`config.mk`:
```
export PLATFORM = sky130hd
export DESIGN_NAME = caliptra_fpga_apb_initiator
export DESIGN_NICKNAME = d
export VERILOG_FILES = /design/src/rtl/caliptra_fpga_apb_initiator.sv
export SDC_FILE = /design/constraint.sdc
export NUM_CORES = 1
export LEC_CHECK = 0
export BUFFER_PORTS_ARGS = -buffer_cell sky130_fd_sc_hd__buf_2
export CORE_MARGIN = 10
export CORE_UTILIZATION = 46
export CTS_CLUSTER_SIZE = 8
export DETAILED_ROUTE_END_ITERATION = 16
export PLACE_DENSITY = 0.84
export SYNTH_ARGS = -nofsm -noshare
export SYNTH_HDL_FRONTEND = slang
export SYNTH_SLANG_ARGS = --single-unit
export TNS_END_PERCENT = 20
```
`constraint.sdc`:
```
create_clock -name aclk_gated -period 2.35 [get_ports aclk_gated]
set_input_delay 0.3525 -clock aclk_gated [delete_from_list [all_inputs] [get_ports aclk_gated]]
set_output_delay 0.3525 -clock aclk_gated [all_outputs]
set_load 0.02 [all_outputs]
```
`src/rtl/caliptra_fpga_apb_initiator.sv`:
```
// APB3/APB4 initiator: one register-level request becomes a full SETUP/ACCESS transfer,
// with a PREADY timeout, a held response and a wrapping completed-transfer counter.
module caliptra_fpga_apb_initiator #(
  parameter int ADDR_W         = 32,
  parameter int DATA_W         = 32,
  parameter int USER_W         = 32,
  parameter int TIMEOUT_CYCLES = 256
) (
  input  logic              aclk_gated,
  input  logic              rstn,
  input  logic              req_valid,
  output logic              req_ready,
  input  logic              req_write,
  input  logic [ADDR_W-1:0] req_addr,
  input  logic [DATA_W-1:0] req_wdata,
  input  logic [2:0]        req_prot,
  input  logic [USER_W-1:0] req_user,
  output logic              rsp_valid,
  input  logic              rsp_ready,
  output logic [DATA_W-1:0] rsp_rdata,
  output logic              rsp_slverr,
  output logic              rsp_timeout,
  output logic [31:0]       xfer_count,
  output logic [ADDR_W-1:0] PADDR,
  output logic [2:0]        PPROT,
  output logic [USER_W-1:0] PAUSER,
  output logic              PSEL,
  output logic              PENABLE,
  output logic              PWRITE,
  output logic [DATA_W-1:0] PWDATA,
  input  logic [DATA_W-1:0] PRDATA,
  input  logic              PREADY,
  input  logic              PSLVERR
);

  typedef enum logic [1:0] {IDLE, SETUP, ACCESS, RESP} state_t;

  localparam int               CNT_W      = (TIMEOUT_CYCLES > 2) ? $clog2(TIMEOUT_CYCLES) : 1;
  localparam bit               TIMEOUT_EN = (TIMEOUT_CYCLES != 0);
  localparam logic [CNT_W-1:0] WAIT_LAST  = CNT_W'(TIMEOUT_EN ? TIMEOUT_CYCLES - 1 : 0);
  localparam logic [CNT_W-1:0] WAIT_MAX   = '1;

  state_t             state_q, state_d;
  logic [CNT_W-1:0]   wait_q, wait_d;
  logic               req_ready_d, rsp_valid_d, rsp_slverr_d, rsp_timeout_d;
  logic [DATA_W-1:0]  rsp_rdata_d, pwdata_d;
  logic [31:0]        xfer_count_d;
  logic [ADDR_W-1:0]  paddr_d;
  logic [2:0]         pprot_d;
  logic [USER_W-1:0]  pauser_d;
  logic               psel_d, penable_d, pwrite_d;

  always_comb begin
    // NOTE: every next value defaults to its current register, so no branch can infer a latch.
    state_d       = state_q;
    wait_d        = wait_q;
    req_ready_d   = req_ready;
    rsp_valid_d   = rsp_valid;
    rsp_rdata_d   = rsp_rdata;
    rsp_slverr_d  = rsp_slverr;
    rsp_timeout_d = rsp_timeout;
    xfer_count_d  = xfer_count;
    paddr_d       = PADDR;
    pprot_d       = PPROT;
    pauser_d      = PAUSER;
    psel_d        = PSEL;
    penable_d     = PENABLE;
    pwrite_d      = PWRITE;
    pwdata_d      = PWDATA;

    case (state_q)
      IDLE: begin
        if (req_valid && req_ready) begin
          pwrite_d    = req_write;
          paddr_d     = req_addr;
          pwdata_d    = req_wdata;
          pprot_d     = req_prot;
          pauser_d    = req_user;
          psel_d      = 1'b1;
          penable_d   = 1'b0;
          req_ready_d = 1'b0;
          state_d     = SETUP;
        end
      end
      SETUP: begin
        penable_d = 1'b1;
        wait_d    = '0;
        state_d   = ACCESS;
      end
      ACCESS: begin
        if (PREADY) begin
          rsp_rdata_d   = PWRITE ? '0 : PRDATA;
          rsp_slverr_d  = PSLVERR;
          rsp_timeout_d = 1'b0;
          psel_d        = 1'b0;
          penable_d     = 1'b0;
          rsp_valid_d   = 1'b1;
          xfer_count_d  = xfer_count + 32'd1;
          state_d       = RESP;
        end else if (TIMEOUT_EN && wait_q == WAIT_LAST) begin
          // Aborted transfers report an error but do not count as completed.
          rsp_rdata_d   = '0;
          rsp_slverr_d  = 1'b1;
          rsp_timeout_d = 1'b1;
          psel_d        = 1'b0;
          penable_d     = 1'b0;
          rsp_valid_d   = 1'b1;
          state_d       = RESP;
        end else if (wait_q != WAIT_MAX) begin
          wait_d = wait_q + 1'b1;
        end
      end
      RESP: begin
        if (rsp_ready) begin
          rsp_valid_d = 1'b0;
          req_ready_d = 1'b1;
          state_d     = IDLE;
        end
      end
      default: state_d = IDLE;
    endcase
  end

  always_ff @(posedge aclk_gated or negedge rstn) begin
    if (!rstn) begin
      // NOTE: registers use non-blocking assignments so every flop samples pre-edge values.
      state_q     <= IDLE;
      wait_q      <= '0;
      req_ready   <= 1'b1;
      rsp_valid   <= 1'b0;
      rsp_rdata   <= '0;
      rsp_slverr  <= 1'b0;
      rsp_timeout <= 1'b0;
      xfer_count  <= '0;
      PADDR       <= '0;
      PPROT       <= '0;
      PAUSER      <= '0;
      PSEL        <= 1'b0;
      PENABLE     <= 1'b0;
      PWRITE      <= 1'b0;
      PWDATA      <= '0;
    end else begin
      state_q     <= state_d;
      wait_q      <= wait_d;
      req_ready   <= req_ready_d;
      rsp_valid   <= rsp_valid_d;
      rsp_rdata   <= rsp_rdata_d;
      rsp_slverr  <= rsp_slverr_d;
      rsp_timeout <= rsp_timeout_d;
      xfer_count  <= xfer_count_d;
      PADDR       <= paddr_d;
      PPROT       <= pprot_d;
      PAUSER      <= pauser_d;
      PSEL        <= psel_d;
      PENABLE     <= penable_d;
      PWRITE      <= pwrite_d;
      PWDATA      <= pwdata_d;
    end
  end

endmodule

```
==> results.yml, run 1 <==
clock_network:
  cts_resized: 0
  clock_latency_ns: 0.42
  cts_sinks: 180
  clkSlewWorstSetupHoldPaths_ns: 0.07
  cts_tree: "done"
  cts_buffers: 17
  htree_levels: 4
  clockBufferDepth: 2
  root_buffer: "clkbuf_16"
route:
  drc: 0
  wl_met1_um: 7930
  ant_nets: 0
  wl_per_cell_um: 18.7
  met2WireLength_um: 10200
  initialDrtViolationCount: 254
  first_pass_iters: 5
  vias: 5480
  met3_length_um: 1770
  viasPerCell: 5.05
  wl_um: 20300
  highest_layer: "met4"
layout:
  fin_nets: 1002
  final_util_pct: 62.0
  syn2layout_area_growth_pct: 33.1
  drive_gt1_share_pct: 53.6
  antenna_cells: 0
  fin_area_um2: 9780
  layout.cells.non_filler: 1086
floorplanning:
  die_h_um: 146
  die_area_um2: 21400
  rows: 46
  start_util_pct: 46.6
  core_region_area_um2: 15800
  num_io_pins: 308
  die_w_um: 146
critical_path:
  path_class: "flip-flop to flip-flop"
  crit_arrival_ns: 2.26
  worstPathRequired_ns: 2.65
  cp_max_fo: 6
  cp-start-kind: "flip-flop"
  end_kind: "flip-flop"
synthesis:
  synth_xor_xnor_area_share_pct: 4.17
  synth_compound_area_share_pct: 6.67
  synth.largest_area_cell: "dfrtp_1"
  synth_edf_count: 0
  synth_fp_nets: 691
  ys_ff_latch: 180
  synthSimpleGateAreaFrac_pct: 8.12
  synth_adder_area_share_pct: 1.19
  synthArstFlopShare_pct: 100
  synth.most_common_cell: "dfrtp_1"
  netlist_top_cells_area: "dfrtp_1 (61%), mux2_2 (15%), xnor2_1 (3.7%)"
  netlist_area_um2: 7350
  synth.area.mux_share_pct: 16.0
  synth-main-ff-cell: "dfrtp_1"
  yosys.cell_types.count: 47
  synth_top_family_by_area: "multiplexers"
  seq_area_frac_synth_pct: 61.3
  synthTopCellsByCount: "dfrtp_1 (179), mux2_2 (101), nand2_1 (38)"
  syn_inst: 546
  synth_top_area_share_pct: 60.9
  syn_area_per_cell_um2: 13.5
  yosys_warnings: 0
sta:
  timing.final.crit_share_pct: 83.0
  hold_viol: 0
  slew_violations: 0
  fmax_ghz: 0.512
  rsz0062_at_grt: "no"
  relSlewSlack_pct: 55.6
  setup_tns_ns: 0
  setup_violations: 0
  clock_skew_ns: 0.00902
  period_needed_ns: 1.95
  worst_slew_pin_slew_ns: 0.660
grt:
  grt_first_pass_wirelength_um: 32400
  grt_pass1_vias: 6038
  antenna_found_initial: 0
  overflow: 0
  track_usage_pct: 18.7
  grt_max_degree: 69
pwr:
  powerDensity_nw_per_um2: 1290
  peakVddDrop_uv: 694
  power_leakage_nw: 5.06
place:
  port_buffers: 307
  dp_hpwl_um: 15600
  placed_area_um2: 9150
  place.gp.congestion: 0.796
  dp.cells: 1053
min_path:
  hp-class: "input pin to flip-flop"
run:
  cap_viol_max_count: 0
run_status:
  run_status: "finished clean"
[through the flow]
stage	total power [mW]	hold slack [ns]	setup WS (ns)
finish	12.6	0.144	0.399
global route	13.4	0.122	0.263
CTS	12.8	0.120	0.384
detailed placement	9.73	0.287	0.400
global placement	9.53	0.288	0.470
floorplan	7.79	0.0569	0.531
[sequential cells by signal (all words and copies together) (netlist names), 2 cells and up]
register,flops
PADDR,32
wait_q,8
PPROT,3
PWDATA,32
state_q,2
PAUSER,32
rsp_rdata,32
xfer_count,32
[critical path: stages, from the launching register on]
cell and delay [ns]:
dfrtp_1 0.41, inv_1 0.13, ha_1 0.33, nand3_2 0.18, nor3_1 0.47, nand3_1 0.17, xnor2_1 0.15
[worst paths after layout]
kind                             endpoint            from  cells after the start  slack, ns
max                        xfer_count[12]      state_q[0]                      6       0.40
min                          rsp_rdata[2]       PRDATA[2]                      2       0.14
max reg2reg                xfer_count[12]      state_q[0]                      6       0.40
min reg2reg                xfer_count[31]  xfer_count[31]                      1       0.48
max in group asynchronous        PPROT[2]            rstn                      3       1.26
min in group asynchronous      PWDATA[24]            rstn                      2       0.41
[power breakdown]
part | total (mW) | internal, mW | switching [mW]
clock | 3.01 | 1.80 | 1.21
combinational | 4.76 | 1.88 | 2.88
sequential | 4.86 | 4.23 | 0.630
[area by class of cell]
cell class	instances	area (um^2)
multi-input combinational	330	2670
clock inverter	14	198
clock buffer	18	429
fill	1296	5990
inverter	7	26.3
sequential	180	4510
tap	216	270
timing repair buffer	321	1690
[cells in the final DEF, fill, tap and decap left out, types with 6 or more instances in the layout]
master,instances
buf_2,306
dfrtp_1,179
mux2_2,101
nand2_1,38
o21ai_0,37
xnor2_1,31
nand3_1,18
clkbuf_16,17
a22o_1,15
nand4_1,13
buf_4,10
and3_1,9
nor2_1,8
inv_1,7
ha_1,7
a21oi_1,6
[cells by family after synthesis]
logic type / Yosys count
DFF: 180
and+or+nand+nor: 110
muxes: 104
AOI/OAI and AO/OA: 74
buffers and inverters: 36
xor gates and xnor gates: 35
adders and majority gates: 7
[metal layers]
metal | up-vias | track usage, %
li1 | 2555 | -
met1 | 2659 | 21.0
met2 | 240 | 31.4
met3 | 26 | 7.76
met4 | 0 | 6.41
met5 | - | 0
[repair_timing]
item | in CTS | in global routing
hold endpoints to repair | 36 | 0
buffers inserted | 0 | 0
hold buffers | 1 | 0
endpoints found under the setup margin | 0 | 0
No activity file was read; power rests on OpenSTA's default activity.
==> run 2, diff against run 1 <==
Clock period 2.35 ns to 1.8 ns, I/O delays scaled along.
==> results.yml, run 2 (synthesized netlist as in run 1, its figures left out) <==
grt:
  grt_pass1_vias: 6073
  track_usage_pct: 19.1
  overflow: 0
  grt-busiest-layer: "met2"
  met2_usage_pct: 33.1
  antenna_found_initial: 1
  grt_max_degree: 47
  grt_first_pass_wirelength_um: 33100
  use_met3_pct: 6.24
  grt_use_met1_pct: 21.9
sta:
  hold_slack_ns: 0.0591
  fmax_ghz: 0.575
  setup_violations: 0
  rsz0062_at_grt: "yes"
  period_needed_ns: 1.74
  hold_viol: 0
  timing.final.crit_share_pct: 96.6
  clock_skew_ns: 0.0104
  slew_violations: 0
  relSlewSlack_pct: 69.2
  worst_slew_pin_slew_ns: 0.462
clock_network:
  cts_tree: "done"
  cts_sinks: 180
  clkSlewWorstSetupHoldPaths_ns: 0.07
  clock_latency_ns: 0.42
  clockBufferDepth: 2
  cts_buffers: 17
  root_buffer: "clkbuf_16"
  htree_levels: 4
  post-cts-setup-buffers: 0
route:
  wl_um: 20900
  vias: 5671
  initialDrtViolationCount: 245
  drc: 0
  ant_nets: 0
  first_pass_iters: 4
  wl_per_cell_um: 19.0
  viasPerCell: 5.14
layout:
  multiInputGateArea_um2: 2700
  final-seq-area_um2: 4510
  fin_nets: 1018
  final_cell_mix: "buf_2 (306), dfrtp_1 (179), mux2_2 (101)"
  fin_area_um2: 9930
  syn2layout_area_growth_pct: 35.1
  nFillCells: 1245
  final_common_cell: "buf_2"
  drive_gt1_share_pct: 55.0
run_status:
  run_status: "finished clean"
min_path:
  holdPathEnd: "rsp_rdata[1]"
  min_path_cells: 2
  hp-class: "input pin to flip-flop"
  hp-start: "PRDATA[1]"
floorplanning:
  num_io_pins: 308
  die_h_um: 146
  core_region_area_um2: 15800
  die_w_um: 146
  rows: 46
  start_util_pct: 46.6
  die_area_um2: 21400
critical_path:
  worstPathRequired_ns: 2.11
  cp-start-kind: "flip-flop"
  r2r_cells: 5
  crit_chain: "ha_2, and3_2, a21o_4, o221ai_4, mux2_4"
  reg2reg_from: "wait_q[1]"
  r2r-end: "state_q[1]"
  reg2reg_setup_slack_ns: 0.06
  crit_arrival_ns: 2.05
  cp_max_fo: 6
  slowest_delay_ns: 0.41
  end_kind: "flip-flop"
  critPathSlowestCell: "dfrtp_1"
  path_class: "flip-flop to flip-flop"
run:
  cap_viol_max_count: 0
pwr:
  powerDensity_nw_per_um2: 1650
  power_leakage_nw: 5.13
  peakVddDrop_uv: 924
place:
  port_buffers: 307
  place.gp.congestion: 0.843
  placed_area_um2: 9320
  dp_hpwl_um: 16300
run 2: cell count changes in the layout (fill, tap and decap cells not counted), sizes merged:
cell,change
clkinvlp,+2
buf,+16
diode,+1
clkbuf,+1
clkinv,-3
bufinv,-3
inv,+3
run 2: through the flow:
| step | power (mW) | TNS [ns] | util, % | setup WS, ns | std cells |
|---|---|---|---|---|---|
| global placement | 12.6 | 0 | 59.1 | 0.100 | 1069 |
| finish | 16.4 | 0 | 63.0 | 0.0609 | 1103 |
| CTS | 16.5 | 0 | 62.8 | 0.00609 | 1102 |
| detailed placement | 12.8 | 0 | 59.1 | 0.0191 | 1069 |
| floorplan | 10.2 | 0 | - | 0.0317 | 546 |
| global route | 17.3 | -0.0485 | 63.0 | -0.0261 | 1103 |
run 2: worst max path at each step:
stage / startpoint / to / slack, ns
final: wait_q[1] / state_q[1] / 0.06
after global routing: state_q[0] / xfer_count[14] / -0.03
after CTS: state_q[0] / xfer_count[29] / 0.006
after detailed placement: state_q[0] / xfer_count[29] / 0.02
after global placement: wait_q[1] / state_q[1] / 0.10
after floorplan: wait_q[0] / state_q[1] / 0.03
run 2: worst max-delay path, delay by kind of cell (launching register included):
| kind | cells | cell delay, ns |
|---|---|---|
| muxes | 1 | 0.32 |
| adders and majority gates | 1 | 0.21 |
| AOI/OAI and AO/OA | 2 | 0.42 |
| and+or+nand+nor | 1 | 0.26 |
| DFF | 1 | 0.41 |
run 2: area by class of cell:
class                           count  share of cell area (%)
Sequential cell                   180                    45.4
Multi-Input combinational cell    330                    27.1
Timing Repair Buffer              337                    18.6
Clock buffer                       19                    4.46
Tap cell                          216                    2.72
Clock inverter                     13                    1.40
Inverter                            7                   0.265
Antenna cell                        1                  0.0252
run 2: where the power goes:
part / internal [mW] / switching [mW] / total [mW]
registers: 5.52 / 0.810 / 6.33
logic: 2.55 / 3.85 / 6.39
clock network: 2.00 / 1.65 / 3.64
total: 10.1 / 6.30 / 16.4
run 2: layer usage:
| metal | vias to the layer above | routed length, um |
|---|---|---|
| li1 | 2606 | - |
| met1 | 2793 | 8380 |
| met2 | 242 | 10700 |
| met3 | 30 | 1490 |
| met4 | 0 | 381 |
| met5 | - | 0 |
run 2: timing repair:
| item | in CTS | in global routing |
|---|---|---|
| hold buffers | 1 | 0 |
| hold endpoints to repair | 38 | 0 |
| endpoints found under the setup margin | 0 | 69 |
| resized for setup | 0 | 6 |
==> run 3, diff against run 2 <==
Settings changed: PLACE_DENSITY 0.84 to 0.77.
==> results.yml, run 3 (synthesized netlist as in run 1, its figures left out) <==
layout:
  drive_gt1_share_pct: 54.9
  antenna_cells: 0
  final_cell_mix: "buf_2 (306), dfrtp_1 (179), mux2_2 (101)"
  final_common_cell: "buf_2"
  final-seq-area_um2: 4510
  nFillCells: 1240
  multiInputGateArea_um2: 2690
  fin_nets: 1018
  syn2layout_area_growth_pct: 35.0
route:
  wl_per_cell_um: 18.9
  initialDrtViolationCount: 266
  ant_nets: 0
  viasPerCell: 5.01
  drc: 0
  first_pass_iters: 4
  vias: 5511
  wl_um: 20800
pwr:
  power.share.clock_pct: 22.5
  power_leakage_nw: 5.13
  switchingPower_mw: 6.19
  power.total_mw: 16.4
  powerDensity_nw_per_um2: 1650
  p_int_mw: 10.2
  p_sw_share_pct: 37.8
  share_comb_of_total_power_pct: 38.9
  sequentialPowerShare_pct: 38.6
  peakVddDrop_uv: 990
sta:
  clock_skew_ns: 0.00963
  setup_violations: 0
  worst_slew_pin_slew_ns: 0.332
  timing.final.crit_share_pct: 96.5
  slew_violations: 0
  hold_viol: 0
  hold_slack_ns: 0.0584
  relSlewSlack_pct: 77.9
  fmax_ghz: 0.575
  period_needed_ns: 1.74
  rsz0062_at_grt: "yes"
clock_network:
  root_buffer: "clkbuf_16"
  clkSlewWorstSetupHoldPaths_ns: 0.07
  htree_levels: 4
  cts_tree: "done"
  clock_latency_ns: 0.42
  cts_buffers: 17
  clockBufferDepth: 2
  cts_sinks: 180
place:
  dp_hpwl_um: 16100
  port_buffers: 307
  place.gp.congestion: 0.834
grt:
  grt_max_degree: 48
  antenna_found_initial: 0
  grt_first_pass_wirelength_um: 33100
  overflow: 0
  grt_pass1_vias: 5973
  track_usage_pct: 19.2
floorplanning:
  die_area_um2: 21400
  die_h_um: 146
  num_io_pins: 308
  rows: 46
  core_region_area_um2: 15800
  start_util_pct: 46.6
  die_w_um: 146
critical_path:
  end_kind: "flip-flop"
  cp_max_fo: 6
  cp-start-kind: "flip-flop"
  worstPathRequired_ns: 2.11
  r2r_cells: 6
  crit_arrival_ns: 2.04
  path_class: "flip-flop to flip-flop"
min_path:
  hp-class: "input pin to flip-flop"
  min_path_cells: 2
run:
  cap_viol_max_count: 0
run_status:
  run_status: "finished clean"
[run 3: cell count changes in the layout (fill, tap and decap cells not counted), sizes merged]
| cell | previous run | this run |
|---|---|---|
| bufinv | 1 | 2 |
| clkinv | 1 | 5 |
| clkinvlp | 3 | 2 |
| diode | 1 | 0 |
| inv | 15 | 9 |
[run 3: through the flow]
stage	util [%]	cell area [um^2]	std cells	TNS [ns]	setup slack [ns]
detailed placement	59.1	9320	1069	0	0.0736
global route	62.9	9920	1100	-0.0746	-0.0237
finish	62.9	9920	1100	0	0.0623
floorplan	-	7360	546	0	0.0317
global placement	59.1	9320	1069	0	0.118
CTS	62.8	9910	1100	0	0.0586
[run 3: cell type report]
cell class | instances | area share (%)
inverters | 7 | 0.265
clock inverters | 11 | 1.30
flip-flops and latches | 180 | 45.4
clock buffers | 19 | 4.56
multi-input cells | 330 | 27.1
well taps | 216 | 2.72
repair buffers | 337 | 18.6
[run 3: timing repair]
action | in CTS | in global routing
hold buffers | 1 | 0
gates resized for setup | 0 | 5
buffers inserted | 0 | 0
endpoints found under the setup margin | 0 | 31
endpoints found under the hold margin | 25 | 0
[run 3: power groups by stage]
stage | Sequential [mW] | Combinational, mW | Clock (mW)
floorplan | 8.08 | 2.12 | 0
global placement | 6.31 | 6.35 | 0
detailed placement | 6.35 | 6.47 | 0
CTS | 6.32 | 6.47 | 3.76
global route | 6.51 | 6.87 | 3.94
finish | 6.32 | 6.37 | 3.68
[run 3: path summary, 6_finish.rpt]
kind,startpoint,slack [ns],end
min in group asynchronous,rstn,0.28,PADDR[17]
hold reg to reg,xfer_count[31],0.48,xfer_count[31]
hold / removal,PRDATA[2],0.06,rsp_rdata[2]
max in group asynchronous,rstn,0.86,PPROT[1]
setup reg to reg,wait_q[1],0.06,wait_q[2]
setup / recovery,wait_q[1],0.06,wait_q[2]
[run 3: routing by layer]
layer | share of wire [%] | vias to the layer above | global-route usage (%)
li1 | - | 2591 | -
met1 | 42 | 2665 | 22.8
met2 | 48 | 235 | 31.0
met3 | 9.0 | 20 | 8.19
met4 | 1.5 | 0 | 5.81
met5 | 0 | - | 0
[run 3: critical path, cell delays in order, from the launching register on]
cell	delay (ns)
dfrtp_1	0.41
ha_2	0.20
and3_1	0.22
buf_4	0.15
a21oi_4	0.21
nand2_1	0.08
a311o_1	0.34
